`src/rtl/keypad_pkg.sv`:
```
// Shared types and key map for the 4x4 keypad scanner.
package keypad_pkg;

    localparam int unsigned KEY_ROWS = 4;
    localparam int unsigned KEY_COLS = 4;
    localparam logic [7:0]  KEY_BS   = 8'h08;

    typedef enum logic [1:0] {
        S_SCAN     = 2'd0,
        S_DEBOUNCE = 2'd1,
        S_HELD     = 2'd2
    } state_t;

    // ASCII code for the key at (row, col).
    function automatic logic [7:0] key_char(input logic [1:0] row, input logic [1:0] col);
        logic [7:0] ch;
        ch = 8'h00;
        case ({row, col})
            4'h0: ch = 8'h31;   // '1'
            4'h1: ch = 8'h32;   // '2'
            4'h2: ch = 8'h33;   // '3'
            4'h3: ch = 8'h2B;   // '+'
            4'h4: ch = 8'h34;   // '4'
            4'h5: ch = 8'h35;   // '5'
            4'h6: ch = 8'h36;   // '6'
            4'h7: ch = 8'h2D;   // '-'
            4'h8: ch = 8'h37;   // '7'
            4'h9: ch = 8'h38;   // '8'
            4'hA: ch = 8'h39;   // '9'
            4'hB: ch = 8'h2A;   // '*'
            4'hC: ch = 8'h43;   // 'C'
            4'hD: ch = 8'h30;   // '0'
            4'hE: ch = KEY_BS;
            4'hF: ch = 8'h3D;   // '='
        endcase
        return ch;
    endfunction

    // Index of the lowest-numbered active-low row.
    function automatic logic [1:0] lowest_low(input logic [3:0] rows_n);
        logic [1:0] idx;
        idx = 2'd0;
        for (int i = 3; i >= 0; i--) begin
            if (!rows_n[i]) idx = 2'(i);
        end
        return idx;
    endfunction

endpackage

```
`src/rtl/keypad_scanner_input_sync.sv`:
```
// Parameterised-width two-flop synchronizer; both stages reset to 1 (idle pulled-up level).
module input_sync #(
    parameter int unsigned WIDTH = 1
) (
    input  logic             clk,
    input  logic             rst,
    input  logic [WIDTH-1:0] d,
    output logic [WIDTH-1:0] q
);

    logic [WIDTH-1:0] meta;

    always_ff @(posedge clk or posedge rst) begin
        if (rst) begin
            meta <= '1;
            q    <= '1;
        end else begin
            meta <= d;
            q    <= meta;
        end
    end

endmodule

```
`src/rtl/keypad_scanner.sv`:
```
// 4x4 active-low keypad scanner with press/release debounce and one-cycle ASCII strobes.
// Optional auto-repeat while a key is held: define KEYPAD_REPEAT_EN.
module keypad_scanner
    import keypad_pkg::*;
#(
    parameter int unsigned SCAN_DIV        = 1000,
    parameter int unsigned DEBOUNCE_CYCLES = 50000,
    parameter int unsigned REPEAT_FIRST    = 25000000,
    parameter int unsigned REPEAT_NEXT     = 5000000
) (
    input  logic       clk,
    input  logic       rst,
    input  logic [3:0] row_n,
    output logic [3:0] col_n,
    output logic       btn_valid,
    output logic [7:0] btn_char,
    output logic       key_held
);

    localparam int unsigned DIV_W = (SCAN_DIV > 1) ? $clog2(SCAN_DIV) : 1;
    localparam int unsigned CNT_W = (DEBOUNCE_CYCLES > 1) ? $clog2(DEBOUNCE_CYCLES) : 1;
    localparam logic [DIV_W-1:0] DIV_LAST = DIV_W'(SCAN_DIV - 1);
    localparam logic [CNT_W-1:0] CNT_LAST = CNT_W'(DEBOUNCE_CYCLES - 1);

    if (SCAN_DIV < 4 || DEBOUNCE_CYCLES < 2 || REPEAT_FIRST < 1 || REPEAT_NEXT < 1) begin : g_param_check
        $error("keypad_scanner: parameter out of range");
    end

    state_t           state_q, state_d;
    logic [1:0]       col_idx_q, col_idx_d;
    logic [1:0]       row_idx_q, row_idx_d;
    logic [DIV_W-1:0] div_q, div_d;
    logic [CNT_W-1:0] cnt_q, cnt_d;
    logic [3:0]       col_n_d;
    logic             btn_valid_d;
    logic [7:0]       btn_char_d;
    logic             key_held_d;
    logic [3:0]       row_s;
    logic             sel_row_s;

`ifdef KEYPAD_REPEAT_EN
    localparam int unsigned REP_MAX = (REPEAT_FIRST > REPEAT_NEXT) ? REPEAT_FIRST : REPEAT_NEXT;
    localparam int unsigned REP_W   = (REP_MAX > 1) ? $clog2(REP_MAX) : 1;
    localparam logic [REP_W-1:0] REP_FIRST_LAST = REP_W'(REPEAT_FIRST - 1);
    localparam logic [REP_W-1:0] REP_NEXT_LAST  = REP_W'(REPEAT_NEXT - 1);

    logic [REP_W-1:0] rep_q, rep_d;
    logic             rep_started_q, rep_started_d;
`endif

    input_sync #(
        .WIDTH (4)
    ) u_row_sync (
        .clk (clk),
        .rst (rst),
        .d   (row_n),
        .q   (row_s)
    );

    assign sel_row_s = row_s[row_idx_q];

    // Scan / debounce / hold sequencing and next-output computation.
    always_comb begin
        state_d     = state_q;
        col_idx_d   = col_idx_q;
        row_idx_d   = row_idx_q;
        div_d       = div_q;
        cnt_d       = cnt_q;
        btn_valid_d = 1'b0;
        btn_char_d  = btn_char;
`ifdef KEYPAD_REPEAT_EN
        rep_d         = rep_q;
        rep_started_d = rep_started_q;
`endif

        case (state_q)
            S_SCAN: begin
                if (div_q == DIV_LAST) begin
                    div_d = '0;
                    if (row_s != 4'hF) begin
                        row_idx_d = lowest_low(row_s);
                        cnt_d     = '0;
                        state_d   = S_DEBOUNCE;
                    end else begin
                        col_idx_d = col_idx_q + 2'd1;
                    end
                end else begin
                    div_d = div_q + DIV_W'(1);
                end
            end

            S_DEBOUNCE: begin
                if (sel_row_s) begin
                    col_idx_d = col_idx_q + 2'd1;
                    div_d     = '0;
                    state_d   = S_SCAN;
                end else if (cnt_q == CNT_LAST) begin
                    btn_valid_d = 1'b1;
                    btn_char_d  = key_char(row_idx_q, col_idx_q);
                    cnt_d       = '0;
                    state_d     = S_HELD;
`ifdef KEYPAD_REPEAT_EN
                    rep_d         = '0;
                    rep_started_d = 1'b0;
`endif
                end else begin
                    cnt_d = cnt_q + CNT_W'(1);
                end
            end

            S_HELD: begin
                if (sel_row_s) begin
                    // Release must be stable; rep pauses rather than resets on a glitch.
                    if (cnt_q == CNT_LAST) begin
                        cnt_d     = '0;
                        col_idx_d = col_idx_q + 2'd1;
                        div_d     = '0;
                        state_d   = S_SCAN;
                    end else begin
                        cnt_d = cnt_q + CNT_W'(1);
                    end
                end else begin
                    cnt_d = '0;
`ifdef KEYPAD_REPEAT_EN
                    if (rep_q == (rep_started_q ? REP_NEXT_LAST : REP_FIRST_LAST)) begin
                        btn_valid_d   = 1'b1;
                        rep_d         = '0;
                        rep_started_d = 1'b1;
                    end else begin
                        rep_d = rep_q + REP_W'(1);
                    end
`endif
                end
            end

            default: begin
                state_d = S_SCAN;
            end
        endcase

        col_n_d    = ~(4'b0001 << col_idx_d);
        key_held_d = (state_d == S_HELD);
    end

    always_ff @(posedge clk or posedge rst) begin
        if (rst) begin
            state_q   <= S_SCAN;
            col_idx_q <= 2'd0;
            row_idx_q <= 2'd0;
            div_q     <= '0;
            cnt_q     <= '0;
            col_n     <= 4'b1110;
            btn_valid <= 1'b0;
            btn_char  <= 8'h00;
            key_held  <= 1'b0;
        end else begin
            state_q   <= state_d;
            col_idx_q <= col_idx_d;
            row_idx_q <= row_idx_d;
            div_q     <= div_d;
            cnt_q     <= cnt_d;
            col_n     <= col_n_d;
            btn_valid <= btn_valid_d;
            btn_char  <= btn_char_d;
            key_held  <= key_held_d;
        end
    end

`ifdef KEYPAD_REPEAT_EN
    always_ff @(posedge clk or posedge rst) begin
        if (rst) begin
            rep_q         <= '0;
            rep_started_q <= 1'b0;
        end else begin
            rep_q         <= rep_d;
            rep_started_q <= rep_started_d;
        end
    end
`endif

endmodule

```
`config.mk`:
```
export PLATFORM = sky130hd
export DESIGN_NAME = keypad_scanner
export DESIGN_NICKNAME = d
export VERILOG_FILES = /design/src/rtl/keypad_pkg.sv /design/src/rtl/keypad_scanner_input_sync.sv /design/src/rtl/keypad_scanner.sv
export SDC_FILE = /design/constraint.sdc
export NUM_CORES = 1
export LEC_CHECK = 0
export CAP_MARGIN = 20
export CORE_ASPECT_RATIO = 1.1
export CORE_MARGIN = 1
export CORE_UTILIZATION = 63
export DETAILED_ROUTE_END_ITERATION = 7
export GPL_TIMING_DRIVEN = 0
export PLACE_DENSITY = 0.83
export SLEW_MARGIN = 25
export SYNTH_ARGS = -nofsm -noshare
export SYNTH_HDL_FRONTEND = slang
export SYNTH_SLANG_ARGS = --single-unit
```
`constraint.sdc`:
```
create_clock -name clk -period 6.27 [get_ports clk]
set_input_delay 1.254 -clock clk [delete_from_list [all_inputs] [get_ports clk]]
set_output_delay 1.254 -clock clk [all_outputs]
set_load 0.1 [all_outputs]
```
==> results.toml <==
[floorplanning]
row_count = 25
design.core.area_um2 = 4410
start_util = 0.6726
die_area_um2 = 4987
die_height_um = 73.97
die_width_um = 67.43
num_io_pins = 20

[power]
ir_drop_mv = 0.1017
total_net_switching_power_uw = 125.3
pwr-share-comb = 0.024
power_report.internal_total_uw = 509.2
pwr_density_cell_nw_per_um2 = 189.4
power.share.clock = 0.428
power.switching_fraction = 0.1975
power.static_leakage_uw = 0.001409
seq_power_share = 0.549

[drt]
drt_iter0_markers = 198
antenna_left = 0
drt-vias-per-instance = 6.553
vias_post_dr = 2490
remaining_drc_errors = 0
finalWirelength_um = 6350
detail_route.first_pass.iterations = 5
detail_route.wl_per_cell_um = 16.71

[clock_tree]
worst_skew_pair.late_latency_ns = 0.31
post_cts_buffers = 0
cts-buffers-inserted = 5
tritoncts_clock_tree = "yes"
clock-root-buffer = "clkbuf_8"
cts-root-to-sink-buffers = 2
clk_transition_reported_paths_ns = 0.10
holdBufCountCts = 0
cts_htree_levels = 2
cts.sinks = 53
cts_resized = 0

[synthesis]
netlist_area_um2 = 2967
synth_area_leader_cell = "dfrtp_1"
ys.flop_type = "dfrtp_1"
netlist-cell-type-count = 59
async_reset_ff_frac = 1.000
netlist.area_leader.share = 0.3543
syn-mean-instance-area_um2 = 9.889
synth_edf_count = 0
synth_seq_cells = 53
synth_warnings = 0
synth_seq_area_share = 0.4517
netlist_top_cells_area = "dfrtp_1 (35%), dfstp_2 (9.7%), ha_1 (5.1%)"
synth_fp_nets = 318
synthesis.instances = 300

[placement]
detailed_place_hpwl_um = 4371
port_buffers = 18
place.gp.congestion = 0.8335
place.detailed.instances = 372

[outcome]
run_status = "complete, no violations"

[worst_setup_path]
worst_ep_required_time_ns = 5.02
cp_slowest_stage_delay_ns = 1.12
reg2reg_slack_ns = 3.46
crit_path_cell_trace = "clkdlybuf4s50_1"
worst_path_max_fanout = 1
path_buf_inv = 1
slowest_stage = "clkdlybuf4s50_1"
worst-endpoint-arrival_ns = 1.96
worst_setup_path_end_kind = "primary output"
timing.critical_path.max_delay_family = "buffers and inverters"
timing.setup.critical_path_class = "reg2out"
cp-start-kind = "flop"

[job]
maxCapViolCount = 0

[cells_and_area]
layout.nets = 343
num_antenna_cells = 0
layout.filler_cells = 318
area.growth.synth_to_final_pct = 12.95
final_layout_size_suffix_gt1_frac = 0.1104
final_cell_count_no_fill = 380

[sta]
fin_crit_sh = 0.5124
timing.max_slew.rel_slack = 0.3519
tightest_slew_ns = 0.9691
fin_worst_skew_ns = 0.007914
period_minus_slack_ns = 3.213
tns_ns = 0
setup_viol = 0
hold_violations = 0
rsz0062_at_grt = "no"
slew_viol_final = 0
clock.fmax_ghz = 0.3112

[global_routing]
initial_antenna_violation_count = 0
groute.usage.overall = 0.2858
grt_pass1_wl_um = 10790
grt_max_degree = 54
grt-ovfl-total = 0
first_global_vias = 2465

[min_path]
min_path_type = "reg2reg"
-- logic make-up (layout without fill, tap and decap cells) --
| kind of cell | count (synthesis) | count (layout) | synth area share |
|---|---|---|---|
| and+or+nand+nor | 105 | 105 | 0.2020 |
| AOI/OAI and AO/OA | 93 | 93 | 0.2286 |
| DFF | 53 | 53 | 0.4517 |
| buffers and inverters | 30 | 56 | 0.04049 |
| adders and majority gates | 12 | 12 | 0.05061 |
| muxes | 6 | 6 | 0.02531 |
| other | 1 | 1 | 0.001264 |
-- metrics by stage --
step                      instance area [um^2]  total power, uW    util  hold slack [ns]  worst slack [ns]
after floorplan                           2967            364.0       -           0.3452             3.748
after global placement                    3214            369.4  0.7288           0.3454             2.805
after detailed placement                  3217            370.1  0.7294           0.3468             3.394
after CTS                                 3351            637.9  0.7597           0.3604             3.052
after global routing                      3351            656.0  0.7597           0.3672             3.001
final                                     3351            634.6  0.7597           0.3588             3.057
-- area by class of cell --
class / count / area (um^2) / share of cell area
Clock inverter: 3 / 65.06 / 0.01942
Inverter: 16 / 62.56 / 0.01867
Sequential cell: 53 / 1340 / 0.3999
Buffer: 14 / 60.06 / 0.01792
Multi-Input combinational cell: 217 / 1506 / 0.4496
Clock buffer: 5 / 68.82 / 0.02054
Timing Repair Buffer: 18 / 180.2 / 0.05377
Tap cell: 54 / 67.56 / 0.02016
-- state kept, by name, indices dropped and copies added, names as in the netlist --
| signal | cells |
|---|---|
| cnt_q | 16 |
| u_row_sync.meta | 4 |
| u_row_sync.q | 4 |
| col_n | 4 |
| row_idx_q | 2 |
| btn_char | 7 |
| div_q | 10 |
| state_q | 2 |
| btn_valid | 1 |
| key_held | 1 |
| col_idx_q | 2 |
-- final timing paths --
path / from / end / cells after the start
worst max-delay path: col_n[2] / col_n[2] / 1
worst min-delay path: u_row_sync.meta[2] / u_row_sync.q[2] / 0
worst max register to register: div_q[0] / cnt_q[12] / 7
worst min register to register: u_row_sync.meta[2] / u_row_sync.q[2] / 0
max in group asynchronous: rst / btn_char[2] / 2
min in group asynchronous: rst / div_q[1] / 2
-- cell usage in the layout, fill, tap and decap left out, types with 11 or more instances in the layout --
cell	count
dfrtp_1	42
a21oi_1	15
nand3_1	15
dfstp_2	11
nor2_1	25
clkdlybuf4s50_1	18
inv_1	14
ha_1	12
nand2_1	20
o31ai_1	15
-- cell usage after synthesis, types with 4 or more instances --
library cell   n
dfrtp_1       42
nor2_1        25
nand2_1       20
a21oi_1       15
inv_1         15
nand3_1       15
o31ai_1       15
ha_1          12
dfstp_2       11
clkbuf_1      10
o41ai_1       10
and3_1         9
o21ai_0        9
a2bb2oi_1      8
and4_1         7
nand4_1        5
a211oi_1       4
a21o_1         4
nor2b_1        4
nor3_1         4
-- power by group through the flow --
stage	Sequential [uW]	Combinational, uW	Clock [uW]
floorplan	354	9.85	0
global placement	354	15.0	0
detailed placement	355	15.5	0
CTS	348	15.6	274
global route	349	17.1	290
finish	348	15.0	271
-- layer usage --
metal  vias to the layer above  wire, um  global-route usage
met3                        21       277             0.06902
met1                      1208      2726              0.3411
met2                        73      3161              0.4844
met4                         0       185              0.1324
li1                       1188         -                   -
met5                         -         0                   0
(Power assumes the default switching activity.)
